### config.mk
export PLATFORM = sky130hd
export DESIGN_NAME = ssp_rx
export DESIGN_NICKNAME = d
export VERILOG_FILES = /design/src/rtl/ssp_pkg.sv /design/src/rtl/ssp_rx_fifo.sv /design/src/rtl/ssp_rx.sv
export SDC_FILE = /design/constraint.sdc
export NUM_CORES = 1
export LEC_CHECK = 0
export CORE_ASPECT_RATIO = 0.8
export CORE_MARGIN = 5
export CORE_UTILIZATION = 55
export CTS_CLUSTER_SIZE = 30
export DETAILED_ROUTE_END_ITERATION = 8
export PLACE_DENSITY = 0.76
export SETUP_SLACK_MARGIN = 0.2
export SYNTH_ARGS = -nofsm -noshare
export SYNTH_HDL_FRONTEND = slang
export SYNTH_SLANG_ARGS = --single-unit
### constraint.sdc
create_clock -name clk_i -period 4.75 [get_ports clk_i]
set_input_delay 0.95 -clock clk_i [delete_from_list [all_inputs] [get_ports clk_i]]
set_output_delay 0.95 -clock clk_i [all_outputs]
set_load 0.005 [all_outputs]
### src/rtl/ssp_pkg.sv
// Shared definitions for the SSP link blocks.
package ssp_pkg;

    // Frame width carried on the SSP link.
    localparam int SSP_DATA_W = 8;

    // Receive deserialiser states, shared with future SSP master/slave blocks.
    typedef enum logic {
        RX_IDLE  = 1'b0,
        RX_SHIFT = 1'b1
    } ssp_rx_state_t;

endpackage : ssp_pkg

### src/rtl/ssp_rx_fifo.sv
// First-word-fall-through receive FIFO with overrun flag.
// A push into a full FIFO is dropped unless a pop frees a slot in the same cycle.
module ssp_rx_fifo #(
    parameter int DEPTH  = 4,
    parameter int DATA_W = 8
) (
    input  logic              clk_i,
    input  logic              rst_ni,
    input  logic              push,
    input  logic              pop,
    input  logic [DATA_W-1:0] wdata,
    output logic [DATA_W-1:0] rdata,
    output logic              empty,
    output logic              full,
    output logic              overrun
);
    localparam int PTR_W = $clog2(DEPTH);
    localparam int CNT_W = PTR_W + 1;

    logic [DATA_W-1:0] mem [DEPTH];
    logic [PTR_W-1:0]  wptr;
    logic [PTR_W-1:0]  rptr;
    logic [CNT_W-1:0]  count;
    logic              do_push;
    logic              do_pop;

    assign empty   = (count == '0);
    assign full    = (count == CNT_W'(DEPTH));
    // A pop on an empty FIFO is ignored; a push into a full FIFO only lands if a pop frees a slot.
    assign do_pop  = pop && !empty;
    assign do_push = push && (!full || do_pop);
    // Head byte falls through; forced to zero while empty so the output is defined after reset.
    assign rdata   = empty ? '0 : mem[rptr];

    // Storage write port.
    // NOTE: the storage array has no reset; it is never read while empty, so clearing it buys nothing.
    always_ff @(posedge clk_i) begin
        if (do_push) begin
            mem[wptr] <= wdata;
        end
    end

    // Pointers, occupancy count and the registered overrun pulse.
    always_ff @(posedge clk_i or negedge rst_ni) begin
        if (!rst_ni) begin
            wptr    <= '0;
            rptr    <= '0;
            count   <= '0;
            overrun <= 1'b0;
        end else begin
            if (do_push) begin
                wptr <= wptr + 1'b1;
            end
            if (do_pop) begin
                rptr <= rptr + 1'b1;
            end
            if (do_push && !do_pop) begin
                count <= count + 1'b1;
            end else if (do_pop && !do_push) begin
                count <= count - 1'b1;
            end
            overrun <= push && !do_push;
        end
    end

endmodule : ssp_rx_fifo

### src/rtl/ssp_rx.sv
// SSP serial receiver: synchronises the far-end clock, frame sync and data,
// deserialises MSB-first frames and buffers completed bytes in a small FIFO.
module ssp_rx
    import ssp_pkg::*;
#(
    parameter int DEPTH  = 4,
    parameter int DATA_W = SSP_DATA_W
) (
    input  logic              clk_i,
    input  logic              rst_ni,
    input  logic              sspclkin,
    input  logic              sspfssin,
    input  logic              ssprxd,
    input  logic              do_read,
    output logic [DATA_W-1:0] rx_d,
    output logic              rx_empty,
    output logic              rx_full,
    output logic              rx_overrun
);
    localparam int                BCNT_W    = $clog2(DATA_W);
    localparam logic [BCNT_W-1:0] BCNT_LAST = BCNT_W'(DATA_W - 1);

    // Synchroniser chains: bit 0 is the first stage, bit 1 the usable output.
    logic [1:0]        clk_sync;
    logic [1:0]        fss_sync;
    logic [1:0]        rxd_sync;
    logic              clk_prev;
    logic              fe;
    logic              fss;
    logic              rxd;
    ssp_rx_state_t     state;
    logic [BCNT_W-1:0] bcnt;
    logic [DATA_W-1:0] sr;
    logic [DATA_W-1:0] next_byte;
    logic              push;

    // Two-flop synchronisers plus a delayed copy of the synchronised serial clock.
    // NOTE: non-blocking assignments let each stage capture the previous stage's old value.
    always_ff @(posedge clk_i or negedge rst_ni) begin
        if (!rst_ni) begin
            clk_sync <= '0;
            fss_sync <= '0;
            rxd_sync <= '0;
            clk_prev <= 1'b0;
        end else begin
            clk_sync <= {clk_sync[0], sspclkin};
            fss_sync <= {fss_sync[0], sspfssin};
            rxd_sync <= {rxd_sync[0], ssprxd};
            clk_prev <= clk_sync[1];
        end
    end

    // Falling edge of the serial clock is the sample strobe for fss and data.
    assign fe        = clk_prev && !clk_sync[1];
    assign fss       = fss_sync[1];
    assign rxd       = rxd_sync[1];
    assign next_byte = {sr[DATA_W-2:0], rxd};
    // The byte is handed to the FIFO on the same edge the last bit is sampled.
    assign push      = fe && (state == RX_SHIFT) && (bcnt == BCNT_LAST);

    // Frame FSM with bit counter and shift register; fss mid-frame restarts the frame.
    always_ff @(posedge clk_i or negedge rst_ni) begin
        if (!rst_ni) begin
            state <= RX_IDLE;
            bcnt  <= '0;
            sr    <= '0;
        end else if (fe) begin
            case (state)
                RX_IDLE: begin
                    if (fss) begin
                        state <= RX_SHIFT;
                        bcnt  <= '0;
                    end
                end
                RX_SHIFT: begin
                    if (bcnt == BCNT_LAST) begin
                        sr   <= next_byte;
                        bcnt <= '0;
                        if (!fss) begin
                            state <= RX_IDLE;
                        end
                    end else if (fss) begin
                        sr   <= '0;
                        bcnt <= '0;
                    end else begin
                        sr   <= next_byte;
                        bcnt <= bcnt + 1'b1;
                    end
                end
                default: state <= RX_IDLE;
            endcase
        end
    end

    ssp_rx_fifo #(
        .DEPTH  (DEPTH),
        .DATA_W (DATA_W)
    ) u_fifo (
        .clk_i   (clk_i),
        .rst_ni  (rst_ni),
        .push    (push),
        .pop     (do_read),
        .wdata   (next_byte),
        .rdata   (rx_d),
        .empty   (rx_empty),
        .full    (rx_full),
        .overrun (rx_overrun)
    );

endmodule : ssp_rx

== Word level (Yosys, flattened, before mapping) ==
Memory sizes are Yosys's and may differ from the RTL's.
Index checks and enable logic that the tools add are counted.
Word-level totals
  register bits after elaboration: 26
  bits of input ports: 6
  logic and storage cells: 53
  bits in latches: 0
  ROM bits: 0
  output and inout bits: 11
  bits in writable memories: 32
  memories kept: 1
Cells by class
  shifts and indexed selects: 0
  add/sub/neg operators: 5
  mux-type cells: 14
  divide/modulo/power cells: 0
  reduce and logical (&&, ||, !) cells: 18
  multiply operators: 0
  bitwise gates (word level): 1
  equal/unequal tests: 3
  order comparisons: 0
Memory list
  u_fifo.mem: words 4, bits a word 8, read ports 1, clocked after memory_dff 0, wr ports 1, line ssp_rx_fifo.sv:20  | logic [DATA_W-1:0] mem [DEPTH];
Operators with widths (number)
  $mux 3: 5
  $mux 7: 2
  $logic_and 1x1->1: 8
  $mux 8: 1
  $add 3x1->3 const B: 2
  $eq 3x3->1 const B: 2
  $pmux 3 s2: 1
  $logic_not 1->1: 5
  $add 2x1->2 const B: 2
  $mux 1: 4
  $reduce_and 2->1: 2
  $logic_not 3->1: 1
  $sub 3x1->3 const B: 1
  $ne 2x2->1 const B: 1
  $pmux 1 s2: 1
  $reduce_bool 2->1: 1
  $logic_or 1x1->1: 1
  $not 1->1: 1

== Logic depth before layout (Yosys ltp) ==
  depth in word-level cells: 9
  depth in mapped cells: 10

== By module ==
From an unflattened synthesis, not the netlist that was laid out.
Second synthesis, totals
  cell total of the unflattened synthesis: 146
  area, all modules: 2358.5 um^2
Modules (own cells, without submodules)
  ssp_rx_fifo: seq. area each 1161.1 um^2, area an instance 1665.3 um^2, instances 1, cells each 89
  ssp_rx: seq. area each 450.4 um^2, area an instance 693.2 um^2, instances 1, cells each 57

== Worst setup path after synthesis ==
No wires, ideal clock.
  kind: input-to-reg
  start: in do_read
  end: reg u_fifo.count[2]
  path buffers: 0
  stages: 8
  path slack: 2.460 ns
  arrival time: 2.211 ns
  library setup time: 0.079 ns
  path through: inv_1 -> a21oi_2 -> ha_1 -> inv_1 -> fa_1 -> xor2_1 -> nor2_1 -> xor2_1
Between the ends
  longest elaborated chain between the ends: 6
  elaborated cells on any way between the ends: 9
  classes of those cells: mux: 1; reduce/logical: 8
Ends and longest elaborated chain
  from (decl): line ssp_rx.sv:14  | input logic do_read,
  $logic_and 1x1->1 (*): line ssp_rx_fifo.sv:30  | assign do_pop = pop && !empty;
  $logic_or 1x1->1 (*): line ssp_rx_fifo.sv:31  | assign do_push = push && (!full || do_pop);
  $logic_and 1x1->1 (*): line ssp_rx_fifo.sv:31
  via u_fifo.do_push: line ssp_rx_fifo.sv:24  | logic do_push;
  $logic_not 1->1: line ssp_rx_fifo.sv:59  | end else if (do_pop && !do_push) begin
  $logic_and 1x1->1: line ssp_rx_fifo.sv:59
  $reduce_bool 2->1 (no source line)
  to (signal assigned): line ssp_rx_fifo.sv:58  | count <= count + 1'b1;
  to (signal assigned): line ssp_rx_fifo.sv:60  | count <= count - 1'b1;
  to (decl): line ssp_rx_fifo.sv:23  | logic [CNT_W-1:0] count;
The timed path passes the listed nets; every way through them passes the cells marked *.
A chain may end at the register's enable or synchronous reset.

== Final worst setup path ==
  start: reg u_fifo.rptr[0]
  end: out rx_d[1]
Between the ends
  longest elaborated chain between the ends: 2
Ends and longest elaborated chain
  from (decl): line ssp_rx_fifo.sv:22  | logic [PTR_W-1:0] rptr;
  from (signal assigned): line ssp_rx_fifo.sv:55  | rptr <= rptr + 1'b1;
  $mem_v2 4x8
  $mux 8: line ssp_rx_fifo.sv:33  | assign rdata = empty ? '0 : mem[rptr];
  to (decl): line ssp_rx.sv:15  | output logic [DATA_W-1:0] rx_d,
No other way between the ends.

==> results.py <==
metrics = {
    "status": {
        "outcome": "finished clean",
    },
    "pwr": {
        "internal_power_mw": 1.037,
        "power_leakage_nw": 1.030,
        "power_frac_comb_pct": 22.3,
        "clockPowerShare_pct": 31.0,
        "powerDensity_mw_per_mm2": 507.9,
        "swShare_pct": 24.67,
        "peakVddDrop_v": 0.0002265,
        "net-switching-power_mw": 0.3396,
        "p_seq_share_pct": 46.8,
    },
    "flow_run": {
        "maxCapViolCount": 0,
    },
    "global_routing": {
        "grt_max_degree": 27,
        "grt_first_pass_wirelength_um": 6265,
        "grt_pass1_vias": 1273,
        "grt.met3_usage_pct": 6.711,
        "grt_use_total_pct": 16.39,
        "grt_antenna_before_repair": 0,
        "busiest_layer": "met2",
        "grt_use_met1_pct": 18.18,
        "grt-ovfl-total": 0,
        "met2_usage_pct": 27.20,
    },
    "clock_tree": {
        "cts_max_level": 3,
        "cts_tree": "done",
        "insertion_delay_ns": 0.33,
        "postCtsSetupBuffers": 0,
        "cts_resized": 0,
        "clock-sinks": 58,
        "numCtsBuffers": 9,
        "ctsHoldBuffers": 0,
        "clk_pin_slew_ns": 0.06,
        "cts_buffer_depth": 2,
        "cts-root-buf": "clkbuf_8",
    },
    "synthesis": {
        "ys_seq_elements": 58,
        "netlist_area_mm2": 0.002321,
        "ys_warn_count": 0,
        "synth_edf_count": 32,
        "synthFlopType": "edfxtp_1",
        "ys_seq_area_share_pct": 69.43,
        "synth_top_area_share_pct": 41.40,
        "synth_fp_nets": 156,
        "synth_area_leaders": "edfxtp_1 41%, dfrtp_1 28%, mux4_2 7.8%, ha_1 3.8%, and2_1 3.2%",
        "syn_area_per_cell_um2": 16.34,
        "async_reset_ff_share_pct": 44.83,
        "synth_cells": 142,
        "yosys.area.top_type": "edfxtp_1",
        "ys_types": 27,
    },
    "routing": {
        "wirelength_um": 3683,
        "vias": 1195,
        "drc": 0,
        "ant_nets": 0,
        "routedWlPerCell_um": 16.22,
        "drt_iter0_markers": 39,
        "firstDrtPassIters": 4,
        "vias_per_cell": 5.264,
    },
    "final_layout": {
        "nets": 179,
        "mostFrequentLayoutCells": "32 x edfxtp_1, 26 x dfrtp_1, 16 x nand2_1, 16 x clkdlybuf4s50_1, 12 x and2_1",
        "fillCellCount": 278,
        "syn_to_final_growth_pct": 16.77,
        "drive_gt1_share_pct": 15.29,
        "final_common_cell": "edfxtp_1",
        "diodes": 0,
    },
    "worst_setup_path": {
        "critPathArrivalTime_ns": 2.24,
        "startpoint_type": "register",
        "cp.required_ns": 3.80,
        "critPathMaxStageDelay_ns": 0.72,
        "slowest_stage": "dfrtp_1",
        "crit_type": "register to output pin",
        "path_max_fanout": 10,
        "path_cells": "mux4_2 -> and2_1 -> clkdlybuf4s50_1",
        "endpoint_kind": "output pin",
    },
    "timing": {
        "rsz0062_at_grt": "false",
        "min_period_ns": 3.189,
        "slew_headroom_pct": 24.62,
        "setup_slack_ns": 1.561,
        "period_share_pct": 67.14,
        "finalSetupTns_ns": 0,
        "worst_pin_slew_ns": 1.127,
        "setup_viol": 0,
        "fmax_mhz": 313.6,
        "hold_viol_final": 0,
        "slew_violations": 0,
        "finClkSkew_ns": 0.009525,
    },
    "floorplanning": {
        "rows": 21,
        "die_x_um": 82.63,
        "die_h_um": 68.10,
        "start_util_pct": 56.26,
        "core_mm2": 0.004125,
        "fp.dieArea_mm2": 0.005627,
        "ios": 17,
    },
    "placed_design": {
        "place_ws_ns": 1.697,
        "io_buffers": 16,
        "dp_hpwl_um": 2478,
        "gp_congestion": 0.7610,
    },
    "hold_path": {
        "hp-class": "register to register",
    },
}
==> cells in the mapped netlist (2+ instances only) <==
library cell	number
edfxtp_1	32
dfrtp_1	26
nand2_1	16
and2_1	12
mux4_2	8
o21ai_0	8
ha_1	7
inv_1	5
xnor2_1	4
a22o_1	3
mux2_2	3
buf_6	2
xor2_1	2
==> cell families after synthesis <==
kind of cell	count (synthesis)	share of synthesized area [%]
and+or+nand+nor	38	9.057
adders and majority gates	8	4.636
muxes	11	9.218
xor gates and xnor gates	6	2.264
DFF	58	69.43
AOI/OAI and AO/OA	12	3.235
buffers and inverters	9	2.156
==> sequential cells by signal, indices dropped and copies added (netlist names) <==
signal	flops
bcnt	3
u_fifo.overrun	1
rxd_sync	2
u_fifo.mem	32
u_fifo.wptr	2
fss_sync	2
clk_sync	2
sr	7
clk_prev	1
u_fifo.count	3
u_fifo.rptr	2
state	1
==> cell type report <==
| class | count | area, µm² | area share, % |
|---|---|---|---|
| timing repair buffer | 16 | 160.2 | 5.910 |
| tap | 57 | 71.32 | 2.632 |
| multi-input combinational | 75 | 659.4 | 24.33 |
| clock buffer | 13 | 148.9 | 5.494 |
| sequential | 58 | 1612 | 59.46 |
| inverter | 5 | 18.77 | 0.6925 |
| clock inverter | 3 | 40.04 | 1.477 |
==> critical path, delay by kind of cell, from the launching register on <==
kind	cells	cell delay [ns]
buffers and inverters	1	0.44
multiplexers	1	0.59
flip-flops	1	0.72
AND/OR/NAND/NOR	1	0.17
==> metal layers <==
layer | wire, µm | share of wire, %
met3 | 231 | 6.3
met4 | 49 | 1.3
met2 | 1947 | 53
met1 | 1454 | 39
met5 | 0 | 0
==> worst paths after layout <==
check                               start              end  slack, ns  depth (start not counted)
max in group asynchronous          rst_ni            sr[0]       2.84                          1
setup reg to reg                  bcnt[0]  u_fifo.count[2]       2.30                         10
hold / removal                rxd_sync[0]      rxd_sync[1]       0.35                          0
setup / recovery           u_fifo.rptr[0]          rx_d[1]       1.56                          3
hold reg to reg               rxd_sync[0]      rxd_sync[1]       0.35                          0
min in group asynchronous          rst_ni  u_fifo.count[0]       1.23                          1
==> through the flow <==
step / hold slack, ns / total power [mW] / instances / utilization [%] / instance area (µm²)
after floorplan: 0.3312 / 0.8337 / 142 / - / 2321
after global placement: 0.3332 / 0.9496 / 211 / 61.12 / 2521
after detailed placement: 0.3347 / 0.9667 / 211 / 61.12 / 2521
after CTS: 0.3478 / 1.392 / 227 / 65.70 / 2710
after global routing: 0.3530 / 1.451 / 227 / 65.70 / 2710
final: 0.3464 / 1.376 / 227 / 65.70 / 2710
==> power by group through the flow <==
stage / registers, mW / logic, mW / clock network (mW)
floorplan: 0.608 / 0.226 / 0
global route: 0.653 / 0.338 / 0.460
detailed placement: 0.656 / 0.311 / 0
global placement: 0.650 / 0.300 / 0
CTS: 0.646 / 0.313 / 0.434
finish: 0.644 / 0.307 / 0.426
Power figures use the tool's default switching activity.
